### src/rtl/decoder_scan_pkg.sv
// rtl/decoder_scan_pkg.sv - shared constants, state encoding and index helpers for decoder_scan
package decoder_pkg;

  localparam int MAX_N    = 8;
  localparam int MAX_OUTS = 1 << MAX_N;

  localparam logic MODE_DECODE = 1'b0;
  localparam logic MODE_SCAN   = 1'b1;

  typedef enum logic [1:0] {
    IDLE = 2'd0,
    HOLD = 2'd1,
    SCAN = 2'd2
  } state_e;

  typedef struct packed {
    logic             found;
    logic             wrapped;
    logic [MAX_N-1:0] idx;
  } next_t;

  // Codes at or beyond 2**n decode to all-zero.
  function automatic logic [MAX_OUTS-1:0] onehot(input logic [MAX_N-1:0] code, input int n);
    logic [MAX_OUTS-1:0] r;
    r = MAX_OUTS'(1) << code;
    if (int'(code) >= (1 << n)) r = '0;
    return r;
  endfunction

  // Next set mask bit strictly above idx, wrapping modulo 2**n; idx itself is the last candidate.
  function automatic next_t next_set(input logic [MAX_OUTS-1:0] mask,
                                     input logic [MAX_N-1:0] idx, input int n);
    next_t r;
    int    outs;
    int    cand;
    r       = '0;
    r.idx   = idx;
    outs    = 1 << n;
    for (int i = 1; i <= MAX_OUTS; i++) begin
      if (!r.found && i <= outs) begin
        cand = (int'(idx) + i) % outs;
        if (mask[MAX_N'(cand)]) begin
          r.found   = 1'b1;
          r.idx     = MAX_N'(cand);
          r.wrapped = (cand <= int'(idx));
        end
      end
    end
    return r;
  endfunction

endpackage

### src/rtl/decoder_scan_if.sv
// rtl/decoder_scan_if.sv - control/output bundle for decoder_scan (mask present with DECODER_SCAN_MASK_EN)
interface decoder_scan_if #(
  parameter int N = 3
);
  localparam int OUTS = 1 << N;

  logic            en;
  logic            mode;
  logic [N-1:0]    sel;
  logic            load;
  logic [OUTS-1:0] y;
  logic [N-1:0]    idx;
  logic            valid;
  logic            wrap;
`ifdef DECODER_SCAN_MASK_EN
  logic [OUTS-1:0] mask;

  modport master (output en, mode, sel, load, mask, input y, idx, valid, wrap);
  modport slave  (input en, mode, sel, load, mask, output y, idx, valid, wrap);
`else
  modport master (output en, mode, sel, load, input y, idx, valid, wrap);
  modport slave  (input en, mode, sel, load, output y, idx, valid, wrap);
`endif

endinterface

### src/rtl/decoder_scan_dwell_timer.sv
// rtl/decoder_scan_dwell_timer.sv - dwell counter; tick marks the last cycle of each dwell period
module dwell_timer #(
  parameter int DWELL = 4
) (
  input  logic clk,
  input  logic reset,
  input  logic clear,
  input  logic run,
  output logic tick
);

  // One bit is kept even for DWELL=1 so the compare below stays uniform (count is then always 0).
  localparam int CW = (DWELL > 1) ? $clog2(DWELL) : 1;

  logic [CW-1:0] cnt_q, cnt_d;

  assign tick = (cnt_q == CW'(DWELL - 1));

  always_comb begin
    cnt_d = cnt_q;
    if (clear) begin
      cnt_d = '0;
    end else if (run) begin
      cnt_d = tick ? '0 : cnt_q + CW'(1);
    end
  end

  always_ff @(posedge clk) begin
    if (reset) cnt_q <= '0;
    else       cnt_q <= cnt_d;
  end

endmodule

### src/rtl/decoder_scan.sv
// rtl/decoder_scan.sv - registered one-hot decoder with scan mode; DECODER_SCAN_MASK_EN adds an index mask
module decoder_scan
  import decoder_pkg::*;
#(
  parameter int N     = 3,
  parameter int DWELL = 4
) (
  input logic           clk,
  input logic           reset,
  decoder_scan_if.slave bus
);

  localparam int OUTS = 1 << N;

  localparam logic [1:0] ST_IDLE = 2'(IDLE);
  localparam logic [1:0] ST_HOLD = 2'(HOLD);
  localparam logic [1:0] ST_SCAN = 2'(SCAN);

  logic [1:0]      state_q, state_d;
  logic [OUTS-1:0] y_q, y_d;
  logic [N-1:0]    idx_q, idx_d;
  logic            valid_q, valid_d;
  logic            wrap_q, wrap_d;

  logic            t_clear;
  logic            tick;

  logic [OUTS-1:0]     mask_w;
  logic [MAX_OUTS-1:0] mask_x;
  next_t               step_n;
  next_t               first_n;

`ifdef DECODER_SCAN_MASK_EN
  assign mask_w = bus.mask;
`else
  assign mask_w = '1;
`endif

  assign mask_x = MAX_OUTS'(mask_w);
  assign step_n = next_set(mask_x, MAX_N'(idx_q), N);
  // Searching "above" the top index yields the lowest set bit for scan entry.
  assign first_n = next_set(mask_x, MAX_N'(OUTS - 1), N);

  dwell_timer #(.DWELL(DWELL)) u_timer (
    .clk   (clk),
    .reset (reset),
    .clear (t_clear),
    .run   (!t_clear),
    .tick  (tick)
  );

  always_comb begin
    state_d = state_q;
    y_d     = y_q;
    idx_d   = idx_q;
    wrap_d  = 1'b0;
    t_clear = 1'b1;
    if (!bus.en) begin
      state_d = ST_IDLE;
      y_d     = '0;
    end else if (bus.mode == MODE_DECODE) begin
      if (bus.load) begin
        state_d = ST_HOLD;
        idx_d   = bus.sel;
        y_d     = OUTS'(onehot(MAX_N'(bus.sel), N)) & mask_w;
      end else if (state_q == ST_SCAN) begin
        state_d = ST_HOLD;
      end
    end else if (state_q != ST_SCAN) begin
      state_d = ST_SCAN;
      idx_d   = first_n.found ? N'(first_n.idx) : '0;
      y_d     = first_n.found ? OUTS'(onehot(first_n.idx, N)) : '0;
    end else begin
      t_clear = 1'b0;
      if (tick) begin
        // With nothing enabled the output blanks but idx stays put until a bit reappears.
        if (step_n.found) begin
          idx_d  = N'(step_n.idx);
          y_d    = OUTS'(onehot(step_n.idx, N));
          wrap_d = step_n.wrapped;
        end else begin
          y_d = '0;
        end
      end
    end
    valid_d = |y_d;
  end

  always_ff @(posedge clk) begin
    if (reset) begin
      state_q <= ST_IDLE;
      y_q     <= '0;
      idx_q   <= '0;
      valid_q <= 1'b0;
      wrap_q  <= 1'b0;
    end else begin
      state_q <= state_d;
      y_q     <= y_d;
      idx_q   <= idx_d;
      valid_q <= valid_d;
      wrap_q  <= wrap_d;
    end
  end

  assign bus.y     = y_q;
  assign bus.idx   = idx_q;
  assign bus.valid = valid_q;
  assign bus.wrap  = wrap_q;

endmodule

### src/flat_wrapper.sv
// flat-port wrapper written by rule: the top's interface ports become plain ports
module decoder_scan_flat import decoder_pkg::*;
#(
  parameter int N     = 3,
  parameter int DWELL = 4
)
  (clk, reset, bus_en, bus_mode, bus_sel, bus_load, bus_y, bus_idx, bus_valid, bus_wrap);
  decoder_scan_if #(.N(N)) bus_i ();
  input logic clk;
  input logic reset;
  input wire logic [$bits(bus_i.en)-1:0] bus_en;
  input wire logic [$bits(bus_i.mode)-1:0] bus_mode;
  input wire logic [$bits(bus_i.sel)-1:0] bus_sel;
  input wire logic [$bits(bus_i.load)-1:0] bus_load;
  output wire logic [$bits(bus_i.y)-1:0] bus_y;
  output wire logic [$bits(bus_i.idx)-1:0] bus_idx;
  output wire logic [$bits(bus_i.valid)-1:0] bus_valid;
  output wire logic [$bits(bus_i.wrap)-1:0] bus_wrap;
  assign bus_i.en = bus_en;
  assign bus_i.mode = bus_mode;
  assign bus_i.sel = bus_sel;
  assign bus_i.load = bus_load;
  assign bus_y = bus_i.y;
  assign bus_idx = bus_i.idx;
  assign bus_valid = bus_i.valid;
  assign bus_wrap = bus_i.wrap;
  decoder_scan #(.N(N), .DWELL(DWELL)) u_core (.clk(clk), .reset(reset), .bus(bus_i));
endmodule
### config.mk
export PLATFORM = sky130hd
export DESIGN_NAME = decoder_scan_flat
export DESIGN_NICKNAME = d
export VERILOG_FILES = /design/src/rtl/decoder_scan_pkg.sv /design/src/rtl/decoder_scan_if.sv /design/src/rtl/decoder_scan_dwell_timer.sv /design/src/rtl/decoder_scan.sv /design/src/flat_wrapper.sv
export SDC_FILE = /design/constraint.sdc
export NUM_CORES = 1
export LEC_CHECK = 0
export BUFFER_PORTS_ARGS = -buffer_cell sky130_fd_sc_hd__buf_2
export CELL_PAD_IN_SITES_DETAIL_PLACEMENT = 1
export CELL_PAD_IN_SITES_GLOBAL_PLACEMENT = 1
export CORE_MARGIN = 2
export CORE_UTILIZATION = 38
export DETAILED_ROUTE_END_ITERATION = 8
export PLACE_DENSITY = 0.77
export SLEW_MARGIN = 20
export SYNTH_ARGS = -nofsm -noshare
export SYNTH_HDL_FRONTEND = slang
export SYNTH_SLANG_ARGS = --single-unit
### constraint.sdc
create_clock -name clk -period 2.3 [get_ports clk]
set_clock_uncertainty 0.1 [all_clocks]
set_input_delay 0.115 -clock clk [delete_from_list [all_inputs] [get_ports clk]]
set_output_delay 0.115 -clock clk [all_outputs]
set_load 0.02 [all_outputs]
Yosys cells after proc, flatten, opt, wreduce, memory -nomap -nowiden
Memories as Yosys holds them, arrays and structs flattened. Index checks and enable logic that the tools add are counted.

Flip-flop bits (word level): 17. Latch bits: 0. Memory bits (writable): 0. ROM bits: 128. Bits of input ports: 8. Output and inout port bits: 13. Word-level logic and storage cells: 126. Memories: 8.

Memory list: (no name shown) (words 16, bits a word 1, read ports 1, clocked after memory_dff 0, write ports 0, RTL line decoder_scan_pkg.sv:42) `if (mask[MAX_N'(cand)]) begin`; (no name shown) (words 16, bits a word 1, read ports 1, clocked after memory_dff 0, write ports 0, RTL line decoder_scan_pkg.sv:42); (no name shown) (words 16, bits a word 1, read ports 1, clocked after memory_dff 0, write ports 0, RTL line decoder_scan_pkg.sv:42); (no name shown) (words 16, bits a word 1, read ports 1, clocked after memory_dff 0, write ports 0, RTL line decoder_scan_pkg.sv:42); (no name shown) (words 16, bits a word 1, read ports 1, clocked after memory_dff 0, write ports 0, RTL line decoder_scan_pkg.sv:42); (no name shown) (words 16, bits a word 1, read ports 1, clocked after memory_dff 0, write ports 0, RTL line decoder_scan_pkg.sv:42); +2 memories.

Add/sub/neg operators: 9. Multipliers: 0. Div/mod/pow operators: 0. Magnitude comparators: 17. Equality and inequality tests: 6. Shift operators: 2. Muxes and demuxes: 50. Bitwise logic cells: 12. Reductions and logical operators: 16.

Operators with widths (number): 2-to-1 mux 10 bit (15); less-than comparator 4 x 10 -> 1 bit (second input constant) (8); 2-to-1 mux 8 bit (7); <= comparator 4 bit (8); OR reduction 3 bit (9); 2-to-1 mux 1 bit (19); 2-to-1 mux 3 bit (5); adder 3 bit (second input constant) (4); AND 1 bit (first input constant) (8); >= comparator 8 x 4 -> 1 bit (second input constant) (1); 2-to-1 mux 2 bit (4); OR reduction 8 bit (1); << shifter 1 x 3 -> 8 bit (first input constant) (1); << shifter 1 x 8 -> 8 bit (first input constant) (1); adder 3 x 1 -> 3 bit (second input constant) (2); adder 3 x 2 -> 3 bit (second input constant) (2); != test 3 x 1 -> 1 bit (second input constant) (2); OR reduction 6 bit (1); equality test 2 bit (second input constant) (2); NOT 1 bit (4); AND reduction 4 bit (1); nonzero test 3 bit (1); adder 2 x 1 -> 2 bit (second input constant) (1); != test 2 x 1 -> 1 bit (second input constant) (1); 4 further kinds (4).

Longest topological paths before layout
Depth after elaboration: 29. Depth in mapped cells: 6. Mapped depth without buffers: 6.

By module
From an unflattened synthesis, not the netlist that was laid out.

Cells, all modules: 133. Area total of the unflattened synthesis: 1083.5 um^2.

Modules (own cells, without submodules): decoder_scan (instances 1, cells an instance 125, area each 988.4 um^2, seq. area each 300.3 um^2); dwell_timer (instances 1, cells an instance 8, area each 95.1 um^2, seq. area each 40.0 um^2).

Worst setup path after synthesis
No wires, ideal clock.

Path kind: reg2reg. Start: register u_core.idx_q[0] (netlist: u_core.bus.idx[0]). End: register u_core.valid_q (netlist: u_core.bus.valid). Library setup time: 146 ps. Arrival: 1565 ps. Required time: 2054 ps. Setup slack: 489 ps. Cell stages (with the launch flop): 7. Path buffers: 0. Clock period less this slack: 1811 ps. Path through: dfxtp_1 > ha_1 > ha_1 > nor3b_2 > a221o_1 > nor2_1 > a41oi_1.

Word-level cells in the longest chain between the ends: 29. Elaborated cells on any way between the ends: 72. Classes of those cells: add/sub (8); order compare (1); shift (1); mux (37); bitwise (8); reduce/logical (9); memory (8).

RTL lines: start: declaration (RTL line decoder_scan.sv:21) `logic [N-1:0] idx_q, idx_d;`; start signal: assignment (RTL line decoder_scan.sv:99) `idx_q <= idx_d;`; adder 3 x 1 -> 3 bit (RTL line decoder_scan_pkg.sv:41) `cand = (int'(idx) + i) % outs;`; OR reduction 3 bit (no source line); AND 1 bit (no source line); memory read (16 x 1 bit); 2-to-1 mux 1 bit (not written as such) (2 in a row) (RTL line decoder_scan_pkg.sv:42); 2-to-1 mux 10 bit (2 in a row) (RTL line decoder_scan_pkg.sv:42); 2-to-1 mux 10 bit (RTL line decoder_scan_pkg.sv:40) `if (!r.found && i <= outs) begin`; 2-to-1 mux 10 bit (RTL line decoder_scan_pkg.sv:42); [11 not listed]; >= comparator 8 x 4 -> 1 bit or << shifter 1 x 8 -> 8 bit (tied branches) (RTL line decoder_scan_pkg.sv:26, decoder_scan_pkg.sv:25); 2-to-1 mux 8 bit (RTL line decoder_scan_pkg.sv:26) `if (int'(code) >= (1 << n)) r = '0;`; 2-to-1 mux 8 bit * (RTL line decoder_scan.sv:77) `if (step_n.found) begin`; 2-to-1 mux 8 bit * (RTL line decoder_scan.sv:75) `if (tick) begin`; 2-to-1 mux 8 bit * (RTL line decoder_scan.sv:69) `end else if (state_q != ST_SCAN) begin`; 2-to-1 mux 8 bit * (RTL line decoder_scan.sv:61) `end else if (bus.mode == MODE_DECODE) begin`; 2-to-1 mux 8 bit * (RTL line decoder_scan.sv:58) `if (!bus.en) begin`; OR reduction 8 bit * (RTL line decoder_scan.sv:86) `valid_d = |y_d;`; end signal: assignment (RTL line decoder_scan.sv:100) `valid_q <= valid_d;`; end: declaration (RTL line decoder_scan.sv:22) `logic valid_q, valid_d;`.

Every way passes the cells marked *; elsewhere a longest branch is shown, timed or not. The select of a mux whose other input is x is not followed. A chain may end at the register's enable or synchronous reset.

Worst setup path after layout
Same ends and word-level chain as after synthesis.

==> flow_summary_export.csv <==
group,metric,value,unit
final_layout,utilization,46.3,%
power,pwr-share-seq,54.5,%
worst_hold_path,hp-class,"in -> reg",
power,p_switching,0.169,mW
die,core,2450,um2
global_route,antenna_found_initial,0,
place,dp_hpwl,2090,um
synthesis,synth-edff-count,0,
setup_path,crit_fanout,8,
power,total_power,0.569,mW
setup_path,path_delay_family,"adder cells",
setup_path,setup.worst_path.start_class,"flip-flop",
synthesis,yosysWarnings,0,
synthesis,synth.top_cells.by_area,"dfxtp_1 (35%), ha_1 (8.9%), nor2_1 (5.7%)",
route,drc,0,
global_route,grt_pass1_vias,965,
clock_network,cts_sinks,17,
sta,period_needed,1.89,ns
die,die_area,3010,um2
clock_network,root_buffer,"clkbuf_4",
global_route,grt_max_degree,16,
die,fp.dieW,54.9,um
synthesis,seq_area_frac_synth,34.6,%
synthesis,syn-instance-count,122,
final_layout,n_fill_cell,307,
final_layout,area_growth,15.6,%
place,portBuffers,20,
setup_path,endpoint_kind,"flip-flop",
setup_path,crit_top_cell,"ha_1",
clock_network,cts_resized,0,
final_layout,fin_nets,158,
clock_network,htree_levels,1,
sta,fin_tns_setup,0,ns
setup_path,worst_path_largest_cell_delay,0.42,ns
setup_path,worst-path-buf-inv,0,
sta,fmax,530,MHz
route,via_per_inst,5.49,
clock_network,cts.path.max_buffers,2,
route,drtAntennaViolNets,0,
power,intPower,0.400,mW
setup_path,cp.depth,6,
clock_network,insertion_delay,0.30,ns
power,comb_power_share,16.3,%
clock_network,clk_pin_slew,0.10,ns
setup_path,cpMaxStageDelayCell,"ha_1",
power,p_per_area,500,nW/um2
setup_path,cp.required,2.36,ns
route,drtPass1Iterations,4,
final_layout,drive_gt1_share,19.7,%
setup_path,crit_arrival,1.95,ns
sta,drv_slew,0,
final_layout,diodes,0,
power,peakVddDrop,0.375,mV
die,pin_count,21,
synthesis,synth_cell_types,33,
route,wl_per_cell,15.8,um
run_status,status,"complete, no violations",
power,clkPwrFrac,29.2,%
power,swShare,29.6,%
synthesis,synth_ff_type,"dfxtp_1",
synthesis,synth_common_cells,"dfxtp_1 (17), nor2_1 (15), a21oi_1 (10), inv_1 (9), nor3_1 (9)",
synthesis,async_flop_share,0,%
route,num_vias,944,
place,globalplace.congestion,0.823,
global_route,gr-total-overflow,0,
route,drt-total-wl,2710,um
clock_network,cts_tree,"done",
synthesis,yosysTopAreaCell,"dfxtp_1",
synthesis,avgSynthCellArea,8.06,um2
power,p_leak,0.457,nW
flow_run,cap_violations,0,
synthesis,syn_nets,137,
clock_network,cts_made_buffers,3,
sta,finalSetupViolCount,0,
global_route,grt_pass1_wl,4310,um
synthesis,yosysMostFrequentCell,"dfxtp_1",
synthesis,syn_area,983,um2
setup_path,r2r_cells,6,
die,die_y,54.9,um
setup_path,critPathKind,"reg -> reg",
worst_hold_path,hold_depth,3,
die,rows,18,
setup_path,critical_path.cell_chain,"ha_1 > ha_1 > nor3b_2 > a221o_1 > nor2_1 > a41oi_1",
route,drt_iter0_drc,21,
synthesis,synth-seq-cells,17,
sta,hold_violations,0,
die,initial_core_util,40.1,%
sta,rsz0062_at_grt,"false",
sta,relSlewSlack,61.5,%
global_route,grt_usage,20.4,%
sta,worst_pin_slew,0.578,ns
synthesis,synth_top_area_share,34.6,%
sta,fin_crit_sh,82.1,%
place,placed_cell_area,1100,um2
final_layout,final_area,1140,um2
[timing repair]
item | CTS | global route
endpoints found under the hold margin | 3 | 0
hold buffers | 1 | 0
setup buffers | 0 | 0
[path summary, 6_finish.rpt]
| path | start | endpoint | slack, ns |
|---|---|---|---|
| hold reg to reg | u_core.u_timer.cnt_q[0]$_SDFF_PP0_ | u_core.u_timer.cnt_q[0]$_SDFF_PP0_ | 0.34 |
| setup reg to reg | u_core.bus.idx[0]$_SDFFE_PP0P_ | u_core.bus.valid$_SDFF_PP0_ | 0.41 |
| setup / recovery | u_core.bus.idx[0]$_SDFFE_PP0P_ | u_core.bus.valid$_SDFF_PP0_ | 0.41 |
| hold / removal | bus_sel[2] | u_core.bus.idx[2]$_SDFFE_PP0P_ | 0.1 |
[kinds of logic after synthesis]
kind of cell | share of synthesized area [%]
multiplexers | 1.02
flip-flops | 34.6
AO/OA/AOI/OAI | 20.0
buffers and inverters | 6.36
adder cells (fa/ha/maj) | 8.91
AND/OR/NAND/NOR | 29.1
[metrics by stage]
stage	hold WS [ns]	cells	setup WS (ns)
2_1_floorplan	0.0871	122	0.489
3_3_place_gp	0.238	167	0.501
3_5_place_dp	0.245	167	0.431
4_1_cts	0.0896	172	0.428
5_1_grt	0.114	172	0.289
6_report	0.0981	172	0.412
[sequential cells by signal, summed over array words and instances, names as in the netlist]
name	count
u_core.bus.idx	3
u_core.bus.valid	1
u_core.bus.wrap	1
u_core.bus.y	8
u_core.state_q	2
u_core.u_timer.cnt_q	2
[power groups by stage]
| stage | Clock [mW] | Combinational (mW) | Sequential [mW] |
|---|---|---|---|
| floorplan | 0 | 0.0540 | 0.323 |
| global placement | 0 | 0.0884 | 0.316 |
| detailed placement | 0 | 0.0908 | 0.317 |
| CTS | 0.174 | 0.0928 | 0.310 |
| global route | 0.178 | 0.102 | 0.311 |
| finish | 0.166 | 0.0926 | 0.310 |
[metal layers]
layer	vias to the layer above	global-route usage, %	share of wire (%)
li1	470	-	-
met1	445	24.1	44
met2	21	34.3	49
met3	8	6.01	4.5
met4	0	7.50	2.4
met5	-	0	0
[layout make-up]
| cell class | instances | area, um2 | share of cell area, % |
|---|---|---|---|
| inverter | 9 | 33.8 | 2.97 |
| tap | 30 | 37.5 | 3.30 |
| multi-input combinational | 90 | 581 | 51.0 |
| timing repair buffer | 22 | 118 | 10.3 |
| clock buffer | 3 | 22.5 | 1.98 |
| clock inverter | 1 | 5.00 | 0.440 |
| sequential | 17 | 340 | 29.9 |
[cells in the final DEF, fill, tap and decap left out, drive strengths merged]
master	Yosys	routed
a31oi	3	3
a41oi	1	1
a221o	1	1
and3b	1	1
o22a	1	1
nand4b	2	2
a211oi	2	2
inv	9	9
clkinv	0	1
clkbuf	3	3
nor2b	4	4
nor2	16	16
o21ai	6	6
ha	7	7
nor3	9	9
a311oi	1	1
o211ai	1	1
mux2i	1	1
nand3b	4	4
nand2b	5	5
a221oi	2	2
nor4b	1	1
nand2	5	5
a21oi	10	10
o32a	1	1
o21a	1	1
dlygate4sd3	0	1
nand3	3	3
dfxtp	17	17
nor3b	1	1
nand4bb	1	1
buf	3	21
[worst min-delay path, stage by stage]
cell and delay (ns):
buf_2 0.14, nand2b_1 0.11, a311oi_1 0.10
Power figures use the tool's default switching activity.
